`config.mk`:
```
export PLATFORM = sky130hd
export DESIGN_NAME = rptr_empty_lvl_flat
export DESIGN_NICKNAME = d
export VERILOG_FILES = /design/src/rtl/rptr_empty_lvl_if.sv /design/src/rtl/rptr_empty_lvl.sv /design/src/flat_wrapper.sv
export SDC_FILE = /design/constraint.sdc
export NUM_CORES = 1
export LEC_CHECK = 0
export ABC_AREA = 1
export CAP_MARGIN = 0
export CORE_UTILIZATION = 50
export DETAILED_ROUTE_END_ITERATION = 12
export DONT_BUFFER_PORTS = 1
export GPL_ROUTABILITY_DRIVEN = 0
export GPL_TIMING_DRIVEN = 0
export SLEW_MARGIN = 20
export SYNTH_ARGS = -nofsm -noshare
export SYNTH_HDL_FRONTEND = slang
export SYNTH_SLANG_ARGS = --single-unit
export TNS_END_PERCENT = 20
```
`constraint.sdc`:
```
create_clock -name rclk -period 4.71 [get_ports rclk]
set_input_delay 0.7065 -clock rclk [delete_from_list [all_inputs] [get_ports rclk]]
set_output_delay 0.7065 -clock rclk [all_outputs]
set_load 0.1 [all_outputs]
```
`src/rtl/rptr_empty_lvl_if.sv`:
```
// rptr_empty_lvl_if: read-side bus between the FIFO reader and the read-pointer manager.
//   master: reader side, drives rinc/rq2_wptr/ae_thresh/uflow_clr, observes status and RAM controls.
//   slave : rptr_empty_lvl side.
//   rvalid exists only when RPTR_FWFT_EN is defined.
interface rptr_empty_lvl_if #(parameter int ADDR_SIZE = 4);
    logic                 rinc;
    logic [ADDR_SIZE:0]   rq2_wptr;
    logic [ADDR_SIZE:0]   ae_thresh;
    logic                 uflow_clr;
    logic                 rempty;
    logic                 raempty;
    logic [ADDR_SIZE-1:0] raddr;
    logic                 ren;
    logic [ADDR_SIZE:0]   rptr;
    logic [ADDR_SIZE:0]   rlevel;
    logic                 ruflow;
`ifdef RPTR_FWFT_EN
    logic                 rvalid;
`endif
    modport master (
`ifdef RPTR_FWFT_EN
        input  rvalid,
`endif
        output rinc, rq2_wptr, ae_thresh, uflow_clr,
        input  rempty, raempty, raddr, ren, rptr, rlevel, ruflow
    );
    modport slave (
`ifdef RPTR_FWFT_EN
        output rvalid,
`endif
        input  rinc, rq2_wptr, ae_thresh, uflow_clr,
        output rempty, raempty, raddr, ren, rptr, rlevel, ruflow
    );
endinterface

```
`src/rtl/rptr_empty_lvl.sv`:
```
// rptr_empty_lvl: async-FIFO read pointer manager in the rclk domain.
//   rclk, rrst_n (async, active-low) : clock and reset
//   bus (slave)  : rinc, rq2_wptr (synchronised gray wptr), ae_thresh, uflow_clr in;
//                  rempty, raempty, raddr, ren, rptr (gray), rlevel, ruflow out.
//   Optional: define RPTR_FWFT_EN for first-word-fall-through prefetch (adds bus.rvalid).
module rptr_empty_lvl #(
    parameter int ADDR_SIZE = 4
) (
    input  logic                   rclk,
    input  logic                   rrst_n,
    rptr_empty_lvl_if.slave        bus
);
    logic [ADDR_SIZE:0] rbin, rbin_next, rgray, rgray_next, wbin, level_next, rlevel;
    logic               rempty, raempty, ruflow, ren, uflow_set;

`ifdef RPTR_FWFT_EN
    logic rvalid;
    // Fetch whenever the output holding slot is free or being consumed this cycle.
    assign ren       = (~rvalid | bus.rinc) & ~rempty;
    assign uflow_set = bus.rinc & ~rvalid;
    assign bus.rvalid = rvalid;
`else
    assign ren       = bus.rinc & ~rempty;
    assign uflow_set = bus.rinc & rempty;
`endif

    assign rbin_next  = rbin + {{ADDR_SIZE{1'b0}}, ren};
    assign rgray_next = (rbin_next >> 1) ^ rbin_next;
    assign level_next = wbin - rbin_next;

    // Gray to binary: each binary bit is the XOR of all gray bits at or above it.
    always_comb begin
        wbin = '0;
        for (int i = 0; i <= ADDR_SIZE; i++)
            wbin[i] = ^(bus.rq2_wptr >> i);
    end

    always_ff @(posedge rclk or negedge rrst_n) begin
        if (!rrst_n) begin
            rbin    <= '0;
            rgray   <= '0;
            rempty  <= 1'b1;
            raempty <= 1'b1;
            rlevel  <= '0;
            ruflow  <= 1'b0;
        end else begin
            rbin    <= rbin_next;
            rgray   <= rgray_next;
            rempty  <= rgray_next == bus.rq2_wptr;
            raempty <= level_next <= bus.ae_thresh;
            rlevel  <= level_next;
            ruflow  <= uflow_set | (ruflow & ~bus.uflow_clr);
        end
    end

`ifdef RPTR_FWFT_EN
    always_ff @(posedge rclk or negedge rrst_n) begin
        if (!rrst_n)
            rvalid <= 1'b0;
        else
            rvalid <= ren | (rvalid & ~bus.rinc);
    end
`endif

    assign bus.ren     = ren;
    assign bus.raddr   = rbin[ADDR_SIZE-1:0];
    assign bus.rptr    = rgray;
    assign bus.rempty  = rempty;
    assign bus.raempty = raempty;
    assign bus.rlevel  = rlevel;
    assign bus.ruflow  = ruflow;
endmodule

```
`src/flat_wrapper.sv`:
```
// flat-port wrapper written by rule: the top's interface ports become plain ports
module rptr_empty_lvl_flat 
#(
    parameter int ADDR_SIZE = 4
)
  (rclk, rrst_n, bus_rinc, bus_rq2_wptr, bus_ae_thresh, bus_uflow_clr, bus_rempty, bus_raempty, bus_raddr, bus_ren, bus_rptr, bus_rlevel, bus_ruflow);
  rptr_empty_lvl_if #(.ADDR_SIZE(ADDR_SIZE)) bus_i ();
  input  logic rclk;
  input  logic rrst_n;
  input wire logic [$bits(bus_i.rinc)-1:0] bus_rinc;
  input wire logic [$bits(bus_i.rq2_wptr)-1:0] bus_rq2_wptr;
  input wire logic [$bits(bus_i.ae_thresh)-1:0] bus_ae_thresh;
  input wire logic [$bits(bus_i.uflow_clr)-1:0] bus_uflow_clr;
  output wire logic [$bits(bus_i.rempty)-1:0] bus_rempty;
  output wire logic [$bits(bus_i.raempty)-1:0] bus_raempty;
  output wire logic [$bits(bus_i.raddr)-1:0] bus_raddr;
  output wire logic [$bits(bus_i.ren)-1:0] bus_ren;
  output wire logic [$bits(bus_i.rptr)-1:0] bus_rptr;
  output wire logic [$bits(bus_i.rlevel)-1:0] bus_rlevel;
  output wire logic [$bits(bus_i.ruflow)-1:0] bus_ruflow;
  assign bus_i.rinc = bus_rinc;
  assign bus_i.rq2_wptr = bus_rq2_wptr;
  assign bus_i.ae_thresh = bus_ae_thresh;
  assign bus_i.uflow_clr = bus_uflow_clr;
  assign bus_rempty = bus_i.rempty;
  assign bus_raempty = bus_i.raempty;
  assign bus_raddr = bus_i.raddr;
  assign bus_ren = bus_i.ren;
  assign bus_rptr = bus_i.rptr;
  assign bus_rlevel = bus_i.rlevel;
  assign bus_ruflow = bus_i.ruflow;
  rptr_empty_lvl #(.ADDR_SIZE(ADDR_SIZE)) u_core (.rclk(rclk), .rrst_n(rrst_n), .bus(bus_i));
endmodule
```
# After elaboration in Yosys (flattened, before gate mapping)
# Cells that the tools add are included.
# Widths: inputs -> output; s select.
totals:
  ff_bits: 18
  in_bits: 14
  output_inout_bits: 18
  word_cells: 22
classes:
  add_sub_neg: 2
  order_cmp: 1
  n_eq_ne: 1
  n_bitwise: 7
  n_reduce_logical: 5
ops:
  columns: ["operator", "count"]
  rows:
  - ["$reduce_xor 5->1", 5]
  - ["$add 5x1->5", 1]
  - ["$eq 5x5->1", 1]
  - ["$le 5x5->1", 1]
  - ["$sub 5x5->5", 1]
  - ["$xor 4x5->5", 1]
  - ["$and 1x1->1", 3]
  - ["$not 1->1", 2]
  - ["$or 1x1->1", 1]

# Longest topological paths before layout
# Gate-level depths: netlist of the first run.
depth:
  word_depth: 5
  depth_mapped: 16
  depth_no_buf: 16

# Least setup slack after synthesis of the first run
# OpenSTA, ideal clock, no wires.
synth_path:
  kind: "flip-flop to flip-flop"
  from: "reg u_core.rbin[0]"
  to: "reg u_core.raempty (netlist: u_core.bus.raempty)"
  setup_time_ns: 0.088
  t_arrival_ns: 3.106
  t_required_ns: 4.622
  slack_ns: 1.516
  stages_incl_launch_ff: 16
  path_buffers: 0
  period_less_slack_ns: 3.194
  path_cell_list: "dfrtp_1 nand3_2 inv_1 ha_1 inv_1 nand2_1 nand2_1 ha_1 nand2_1 o21ai_0 xnor2_1 inv_1 ha_1 nand4_1 o221ai_1 o21ai_0"
synth_between:
  elab_chain_cells: 3
synth_lines:
  columns: ["element", "line", "rtl"]
  rows:
  - ["start: declaration", "rptr_empty_lvl.sv:13", "logic [ADDR_SIZE:0] rbin, rbin_next, rgray, rgray_next, wbin, level_next, rlevel;"]
  - ["start signal: assignment", "rptr_empty_lvl.sv:47", "rbin <= rbin_next;"]
  - ["$add 5x1->5", "rptr_empty_lvl.sv:27", "assign rbin_next = rbin + {{ADDR_SIZE{1'b0}}, ren};"]
  - ["$sub 5x5->5", "rptr_empty_lvl.sv:29", "assign level_next = wbin - rbin_next;"]
  - ["net u_core.level_next[4]", "rptr_empty_lvl.sv:13", null]
  - ["$le 5x5->1", "rptr_empty_lvl.sv:50", "raempty <= level_next <= bus.ae_thresh;"]
  - ["end signal: assignment", "rptr_empty_lvl.sv:50", null]
  - ["end: declaration", "rptr_empty_lvl.sv:14", "logic rempty, raempty, ruflow, ren, uflow_set;"]
# The timed path passes the listed nets, and every way through them passes these cells.

# Worst setup path after layout of the first run
# Ends and elaborated chain as after synthesis.

==> key figures, run 1 <==
Cells and area
  • Final non-filler cell area: 1204 um^2
  • Area grow syn2layout: 5.251%
  • N_diodes: 0
  • Share of layout cells above drive strength 1: 0.1399
  • Fin nets: about 170
  • # fillers: 186

Critical path
  • CP Launch Type: register
  • Critical path's slowest cell: dfrtp_1
  • Req. time, crit path: 4920 ps
  • R2R setup slack: ~1200 ps
  • Max FO, Critical Path: 6
  • Worst r2r path cells: 15
  • Cell chain of the critical path: nand3_2 -> inv_1 -> ha_1 -> inv_1 -> nand2_1 -> nand2_1 -> ha_1 -> nand2_1 -> o21ai_0 -> xnor2_1 -> inv_1 -> ha_1 -> nand4_1 -> o221ai_1 -> o21ai_0
  • CP Capture Type: register
  • Instance count on the critical path: 15
  • Delay-heaviest family, CP: flip-flops
  • FF-to-FF End: u_core.bus.raempty
  • CP peak stage delay: 1010 ps
  • Critical path type: register to register
  • Worst EP arrival: 3740 ps
  • Critical path buffers and inverters: 3
  • Reg2reg start: u_core.rbin[0]

Die
  • Boundary pin count: 32
  • Initial Utilization: 0.5546
  • Core region area: 2062 um^2
  • Num rows: 16
  • Die Ht: 49.83 um
  • Die area: 2483 um^2
  • Die width: 49.83 um

Synthesis
  • Xor/xnor share of the synthesized area: 0.09628
  • Syn_area_per_cell: 8.227 um^2
  • Gate Count Post-Synth: 139
  • Synth warn: 0
  • Sequential share of the synthesized area: 0.3742
  • Main combinational cell family by area after synthesis: simple AND/OR/NAND/NOR gates
  • Mux cell area share after synthesis: 0
  • Synthesized cell area: roughly 1100 um^2
  • Register bit count reported by yosys: 17
  • Adder-cell share of the synthesized area: 0.1269
  • Area fraction of the dominant cell type after synthesis: 0.3282
  • Post-synth top area cell: dfrtp_1
  • Top post-synthesis cells by area: dfrtp_1, nand2_1, ha_1, inv_1, nand3_1
  • Post-synthesis compound-gate area fraction: 0.04376
  • Post-Synthesis Net Count: 164
  • Yosys cell types: 21
  • Simple-Gate Fraction of Synth Area: 0.2702

Clock tree
  • Longest Clk Path Bufs: 2
  • CTS Hold Bufs: 0
  • Latest clock arrival within the worst-skew pair: 290 ps
  • CTS Buf Count: 3
  • CTS tree: built
  • CTS sink cnt: 17
  • Clk Tree Root Cell: clkbuf_4
  • CTS H-Tree Depth: 1
  • Clock slew at reported path FFs: roughly 110 ps
  • # resized after CTS: 0
  • Setup bufs post-CTS: 0

Timing
  • Actual slew at the worst max-slew pin: 1099 ps
  • RSZ-0062 raised after global routing: false
  • Final period utilization: 0.7505
  • Pins Over Slew Limit: 0
  • Minimum clock period after layout: ~3500 ps
  • Setup TNS: 0 ps
  • Fin. Hold Viols: 0
  • Setup ws final: 1175 ps
  • Final setup vio count: 0
  • Skew final: 10.30 ps
  • Slew margin rel.: 0.2672
  • Fmax: 282.9 MHz

Routing
  • Via count: 869
  • Routed len/inst: 12.33 um
  • DRC viols: 0
  • Avg Vias per Cell: around 5
  • WL final: 2096 um
  • Starting DRT DRC Count: 7
  • Pre-antenna DRT Iters: 4
  • Routed Antenna Nets: 0

Global routing
  • Initial antenna violation count: 0
  • GRT Util Overall: 0.1963
  • Gr ovfl total: 0
  • Largest net degree at the start of global routing: 18
  • Vias in the first global route: between 800 and 900
  • First-pass GRT wire length: 3657 um

Worst hold path
  • Hold Crit Class: input port to async pin

Placement
  • # port buffers: 0
  • Pre-CTS WS: between 1000 and 1500 ps
  • Placed Area: 1177 um^2
  • Detailed placement HPWL: 1686 um

Flow run
  • Max Cap Viol: 0

Run status
  • Status: complete, no violations
sequential cells by signal, indices dropped and copies added, names as in the netlist:
register            flops
u_core.bus.raempty      1
u_core.bus.rempty       1
u_core.bus.rlevel       5
u_core.bus.rptr         4
u_core.bus.ruflow       1
u_core.rbin             5
worst max-delay path by stage:
stage	startpoint	end	slack [ps]
after floorplan	u_core.rbin[0]	u_core.bus.raempty	1520
after global placement	u_core.rbin[0]	u_core.bus.raempty	1230
after detailed placement	u_core.rbin[0]	u_core.bus.raempty	1180
after CTS	u_core.rbin[0]	u_core.bus.raempty	1130
after global routing	u_core.rbin[0]	u_core.bus.raempty	850
final	u_core.rbin[0]	u_core.bus.raempty	1180
synthesized netlist by cell type (all sizes together):
library cell   n
nand4          3
dfstp          2
nand2         42
o21ai          3
a21oi          4
inv           27
nand3         16
xor2           6
xnor2          4
ha            10
dfrtp         15
o221ai         1
nor2           4
o22ai          1
fa             1
per-layer routing:
layer | global-route usage | vias to the layer above | wire length (um)
met1 | 0.2559 | 401 | 999
met2 | 0.3266 | 20 | 996
met3 | 0.04012 | 2 | 90
met5 | 0 | - | 0
li1 | - | 446 | -
met4 | 0.05714 | 0 | 10
area by class of cell:
class                           count  area, um^2  share of cell area
Multi-Input combinational cell     95       614.3              0.5104
Sequential cell                    17       427.9              0.3555
Inverter                           27       101.3             0.08420
Tap cell                           27       33.78             0.02807
Clock buffer                        4       26.28             0.02183
cells in the final DEF (no fill, tap or decap):
cell / instances
o21ai_0: 3
inv_2: 1
xnor2_2: 1
dfstp_2: 2
xnor2_1: 3
nand3_1: 14
nand3_2: 2
xor2_2: 2
fa_1: 1
nor2_4: 1
dfrtp_1: 15
xor2_1: 4
o221ai_1: 1
clkbuf_1: 1
o22ai_1: 1
clkbuf_4: 3
ha_1: 10
inv_1: 26
nand4_1: 3
nor2_1: 3
a21oi_1: 4
nand2_1: 34
nand2_2: 8
worst register-to-register path, cell delays in order (launching register included):
cell and delay, ps:
dfrtp_1 1010, nand3_2 260, inv_1 110, ha_1 270, inv_1 90, nand2_1 70
nand2_1 130, ha_1 380, nand2_1 60, o21ai_0 190, xnor2_1 140, inv_1 80
ha_1 310, nand4_1 110, o221ai_1 150, o21ai_0 110
logic make-up after synthesis:
| logic type | Yosys count |
|---|---|
| flip-flops | 17 |
| AO/OA/AOI/OAI | 9 |
| adder cells (fa/ha/maj) | 11 |
| buffers and inverters | 27 |
| XOR/XNOR | 10 |
| AND/OR/NAND/NOR | 65 |
per-stage QoR:
| step | utilization | hold WS [ps] | cells |
|---|---|---|---|
| after global placement | 0.5710 | 411.3 | 166 |
| after global routing | 0.5837 | 77.75 | 170 |
| final | 0.5837 | 96.44 | 170 |
| after CTS | 0.5837 | 87.38 | 170 |
| after floorplan | - | 410.9 | 139 |
| after detailed placement | 0.5710 | 411.3 | 166 |
Power of run 1 is not shown: default switching activity piles up to over one toggle a cycle in this logic, so the estimate is an artifact.
==> inputs of run 2 (changes only) <==
==> constraint.sdc (replaced) <==
create_clock -name rclk -period 3.45 [get_ports rclk]
set_input_delay 0.5175 -clock rclk [delete_from_list [all_inputs] [get_ports rclk]]
set_output_delay 0.5175 -clock rclk [all_outputs]
set_load 0.1 [all_outputs]
==> run 2 against run 1 <==
Compared with the run above:
- first-iteration DRC count rose by 71%
- global-route usage rose by 0.59 points
- routed wire length up 3.6%
==> key figures, run 2 (synthesis results as in run 1) <==
Cells and area
  • Most frequent cells in the layout: nand2_1, inv_1, nand3_1, dfrtp_1, ha_1
  • Area grow syn2layout: 7.002%
  • Most common cell after layout, fill and taps aside: nand2_1
  • Fin nets: 170 (+0.59%)
  • Final non-filler cell area: 1224 um^2 (+1.7%)
  • N_diodes: 0 (unchanged)
  • Share of layout cells above drive strength 1: 0.1597 (+0.01986)
  • Utilization after layout: 0.5934 (+0.009709)

Clock tree
  • Latest clock arrival within the worst-skew pair: 290 ps (about the same)
  • CTS sink cnt: 17 (unchanged)
  • CTS Buf Count: 3 (unchanged)
  • Longest Clk Path Bufs: 2 (unchanged)
  • Clk Tree Root Cell: clkbuf_4
  • Setup bufs post-CTS: 0 (unchanged)
  • CTS tree: built
  • Clock slew at reported path FFs: 110 ps (about the same)
  • CTS H-Tree Depth: 1 (unchanged)

Critical path
  • Critical path type: register to register
  • Critical path's slowest cell: dfstp_4
  • CP startpoint: u_core.bus.rempty
  • Worst EP arrival: 3390 ps (-350 ps)
  • Reg2reg start: u_core.bus.rempty
  • CP Capture Type: register
  • Cell chain of the critical path: inv_2 -> nand3_2 -> inv_1 -> ha_1 -> nand2_1 -> nand2_1 -> ha_1 -> nand2_1 -> o21ai_0 -> xnor2_1 -> inv_1 -> ha_1 -> nand4_1 -> o221ai_1 -> o21ai_0
  • Req. time, crit path: 3660 ps (-1260 ps)
  • Max FO, Critical Path: 6 (unchanged)
  • CP peak stage delay: 830 ps (-180 ps)
  • CP Launch Type: register

Routing
  • Avg Vias per Cell: 5.135 (+0.44%)
  • WL final: 2172 um (+3.6%)
  • Routed len/inst: 12.70 um (+3.0%)
  • Routed Antenna Nets: 0 (unchanged)
  • Via count: 878 (+1.0%)
  • DRC viols: 0 (unchanged)
  • Starting DRT DRC Count: 12 (+5)
  • Pre-antenna DRT Iters: 4 (unchanged)

Die
  • Die Ht: 49.83 um (unchanged)
  • Core region area: 2062 um^2 (unchanged)
  • Die area: 2483 um^2 (unchanged)
  • Die width: 49.83 um (unchanged)
  • Initial Utilization: 0.5546 (unchanged)
  • Boundary pin count: 32 (unchanged)
  • Num rows: 16 (unchanged)

Placement
  • Placed Area: 1177 um^2 (unchanged)
  • # port buffers: 0 (unchanged)
  • Detailed placement HPWL: 1686 um (unchanged)
  • Pre-CTS WS: -82.02 ps (-1260 ps)

Global routing
  • First-pass GRT wire length: 3746 um (+2.4%)
  • Initial antenna violation count: 0 (unchanged)
  • GRT Util Overall: 0.2022 (+0.005890)
  • Largest net degree at the start of global routing: 16 (-2)
  • Vias in the first global route: 863 (-0.58%)
  • Gr ovfl total: 0 (unchanged)

Timing
  • Actual slew at the worst max-slew pin: 1072 ps (-26.92 ps)
  • Final setup vio count: 0 (unchanged)
  • Minimum clock period after layout: 3187 ps (-347.5 ps)
  • Slew margin rel.: 0.2851 (+0.01795)
  • Fmax: 313.8 MHz (+11%)
  • Hold Slack: 53.38 ps (-43.06 ps)
  • Final period utilization: 0.9238 (+0.1734)
  • RSZ-0062 raised after global routing: false
  • Skew final: 10.92 ps (+0.6203 ps)
  • Setup ws final: 262.8 ps (-912.5 ps)
  • Pins Over Slew Limit: 0 (unchanged)
  • Fin. Hold Viols: 0 (unchanged)

Worst hold path
  • Hold Crit Class: input port to async pin

Flow run
  • Max Cap Viol: 0 (unchanged)

Run status
  • Status: complete, no violations
==> run 2: cell count changes in the layout (fill, tap and decap cells not counted), sizes merged <==
cell / before / now
dlygate4sd3: 0 / 1
==> run 2: what timing repair did <==
item                                   in CTS  in global routing
hold buffers                                1                  0
setup endpoints to repair                   1                  1
endpoints found under the hold margin      15                  0
resized for setup                           1                  4
==> run 2: final cells by class <==
cell class | count | area [um^2]
well taps | 27 | 33.78
fillers | 184 | 838.3
clock buffers | 4 | 26.28
multi-input cells | 95 | 614.3
inverters | 27 | 101.3
flip-flops and latches | 17 | 437.9
repair buffers | 1 | 10.01
==> run 2: routing by layer <==
metal	vias to the layer above	routed length, um	global-route usage	part of all wire
li1	448	-	-	-
met1	407	1030	0.2717	0.47
met2	23	1010	0.3243	0.47
met3	0	130	0.04630	0.060
met4	0	0	0.05714	0
met5	-	0	0	0
==> run 2: critical path: cells and delay by family, from the launching register on <==
family | cells | cell delay [ps]
compound gates | 3 | 450
buf+inv | 3 | 220
fa+ha+maj | 3 | 940
flops | 1 | 830
xor+xnor | 1 | 140
simple gates | 5 | 510
==> run 2: worst paths after layout <==
path	end	slack, ps	depth (start not counted)
setup / recovery	u_core.bus.raempty	260	15
hold / removal	u_core.bus.rempty	50	0
setup reg to reg	u_core.bus.raempty	260	15
hold reg to reg	u_core.bus.ruflow	840	2
max in group asynchronous	u_core.rbin[0]	2170	1
min in group rclk	u_core.bus.ruflow	340	1
==> run 2: per-stage QoR <==
step           cells  setup TNS (ps)
4_1_cts          171               0
2_1_floorplan    139               0
6_report         171               0
3_5_place_dp     166          -82.02
5_1_grt          171               0
3_3_place_gp     166          -27.97
Power of run 2 is left out for the same reason.
==> inputs of run 3 (changes only) <==
--- a/config.mk
+++ b/config.mk
@@ -8,10 +8,12 @@
 export ABC_AREA = 1
 export CAP_MARGIN = 0
 export CORE_UTILIZATION = 50
+export CTS_CLUSTER_SIZE = 14
 export DETAILED_ROUTE_END_ITERATION = 12
 export DONT_BUFFER_PORTS = 1
 export GPL_ROUTABILITY_DRIVEN = 0
 export GPL_TIMING_DRIVEN = 0
+export PLACE_DENSITY_LB_ADDON = 0.3
 export SLEW_MARGIN = 20
 export SYNTH_ARGS = -nofsm -noshare
 export SYNTH_HDL_FRONTEND = slang
==> run 3 against run 2 <==
Compared with the run above:
- worst hold slack lost 2.1 ps
- routed wire length increased by 5.2%
- clock skew fell by 10 ps
- via count is 2.2% higher
- critical endpoint unchanged
- highest routed layer is now met4
==> key figures, run 3 (synthesis results as in run 1) <==
Clock tree
  • CTS Buf Count: 3 (unchanged)
  • Longest Clk Path Bufs: 2 (unchanged)
  • CTS tree: built
  • Clock slew at reported path FFs: 100 ps (about the same)
  • Clk Tree Root Cell: clkbuf_4
  • CTS sink cnt: 17 (unchanged)
  • CTS H-Tree Depth: 1 (unchanged)
  • Latest clock arrival within the worst-skew pair: 290 ps (about the same)

Cells and area
  • Most common cell after layout, fill and taps aside: nand2_1
  • Post-Layout Cell Count: 171 (unchanged)
  • N_diodes: 0 (unchanged)
  • Utilization after layout: 0.6001 (+0.006674)
  • # fillers: 175 (-4.9%)
  • Most frequent cells in the layout: nand2_1, inv_1, nand3_1, dfrtp_1, ha_1
  • Fin nets: 170 (unchanged)
  • Share of layout cells above drive strength 1: 0.1736 (+0.01389)
  • Area grow syn2layout: 8.206%

Routing
  • DRC viols: 0 (unchanged)
  • Routed len/inst: 13.37 um (+5.2%)
  • Via count: 897 (+2.2%)
  • WL final: 2286 um (+5.2%)
  • Starting DRT DRC Count: 26 (+14)
  • Routed Antenna Nets: 0 (unchanged)
  • Avg Vias per Cell: 5.246 (+2.2%)
  • Pre-antenna DRT Iters: 4 (unchanged)

Timing
  • RSZ-0062 raised after global routing: false
  • Hold Slack: 51.32 ps (-2.060 ps)
  • Fin. Hold Viols: 0 (unchanged)
  • Fmax: 311.2 MHz (-0.83%)
  • Final period utilization: 0.9315 (+0.007706)
  • Pins Over Slew Limit: 0 (unchanged)
  • Actual slew at the worst max-slew pin: 1043 ps (-29.47 ps)
  • Final setup vio count: 0 (unchanged)
  • Skew final: 0.7250 ps (-10.20 ps)
  • Minimum clock period after layout: 3214 ps (+26.59 ps)
  • Slew margin rel.: 0.3048 (+0.01964)

Die
  • Die Ht: 49.83 um (unchanged)
  • Core region area: 2062 um^2 (unchanged)
  • Boundary pin count: 32 (unchanged)
  • Num rows: 16 (unchanged)
  • Initial Utilization: 0.5546 (unchanged)
  • Die area: 2483 um^2 (unchanged)
  • Die width: 49.83 um (unchanged)

Critical path
  • Worst EP arrival: 3430 ps (+40 ps)
  • Max FO, Critical Path: 7 (+1)
  • Req. time, crit path: 3670 ps (about the same)
  • CP Launch Type: register
  • Worst r2r path cells: 12 (-3)
  • Critical path type: register to register
  • CP Capture Type: register

Global routing
  • Initial antenna violation count: 0 (unchanged)
  • Vias in the first global route: 932 (+8.0%)
  • First-pass GRT wire length: 3919 um (+4.6%)
  • Largest net degree at the start of global routing: 16 (unchanged)
  • GRT Util Overall: 0.2073 (+0.005076)
  • Gr ovfl total: 0 (unchanged)

Placement
  • Placed Instances: 166 (unchanged)
  • Detailed placement HPWL: 1741 um (+3.2%)
  • # port buffers: 0 (unchanged)

Flow run
  • Max Cap Viol: 0 (unchanged)

Worst hold path
  • Hold Crit Class: input port to async pin

Run status
  • Status: complete, no violations
run 3: cell types whose count changed in the layout (fill, tap and decap cells not counted):
cell	before	now
clkbuf_1	1	0
ha_4	0	1
ha_1	10	9
clkinv_2	0	1
run 3: final cells by class:
class / count / area (um^2) / area share
inverters: 27 / 101.3 / 0.08190
clock buffers: 3 / 22.52 / 0.01820
well taps: 27 / 33.78 / 0.02730
repair buffers: 1 / 10.01 / 0.008089
flip-flops and latches: 17 / 437.9 / 0.3539
clock inverters: 1 / 5.005 / 0.004044
multi-input cells: 95 / 626.9 / 0.5066
run 3: worst paths after layout:
check / from / end / slack [ps]
worst min register to register: u_core.bus.rempty / u_core.bus.ruflow / 830
worst min-delay path: rrst_n / u_core.bus.raempty / 50
max in group asynchronous: rrst_n / u_core.rbin[0] / 2220
min in group rclk: bus_uflow_clr / u_core.bus.ruflow / 330
worst max-delay path: u_core.bus.rempty / u_core.bus.raempty / 240
worst max register to register: u_core.bus.rempty / u_core.bus.raempty / 240
run 3: what timing repair did:
item | 4_1_cts | 5_1_grt
endpoints found under the setup margin | 1 | 1
hold buffers | 1 | 0
hold endpoints to repair | 15 | 0
buffers inserted | 0 | 0
resized for setup | 1 | 5
run 3: metrics by stage:
| stage | setup WS [ps] | setup TNS, ps | area, um^2 |
|---|---|---|---|
| finish | 236.2 | 0 | 1237 |
| detailed placement | -125.9 | -125.9 | 1177 |
| floorplan | 255.7 | 0 | 1144 |
| CTS | 64.35 | 0 | 1216 |
| global route | 15.97 | 0 | 1237 |
| global placement | -13.18 | -13.18 | 1177 |
run 3: critical path: stages (launching register included):
cell      delay, ps
dfstp_4         820
inv_2            90
nand3_2         110
inv_1            50
ha_1            400
fa_1            490
o21ai_0         220
xnor2_1         150
inv_1            70
ha_1            310
nand4_1         120
o221ai_1        170
o21ai_0         120
run 3: per-layer routing:
metal  track usage  wire [um]  vias up
met5             0          0        -
met2        0.3581       1065       40
li1              -          -      448
met3       0.03395        139        8
met1        0.2646       1042      401
met4       0.05714         38        0
Power of run 3 is left out for the same reason.
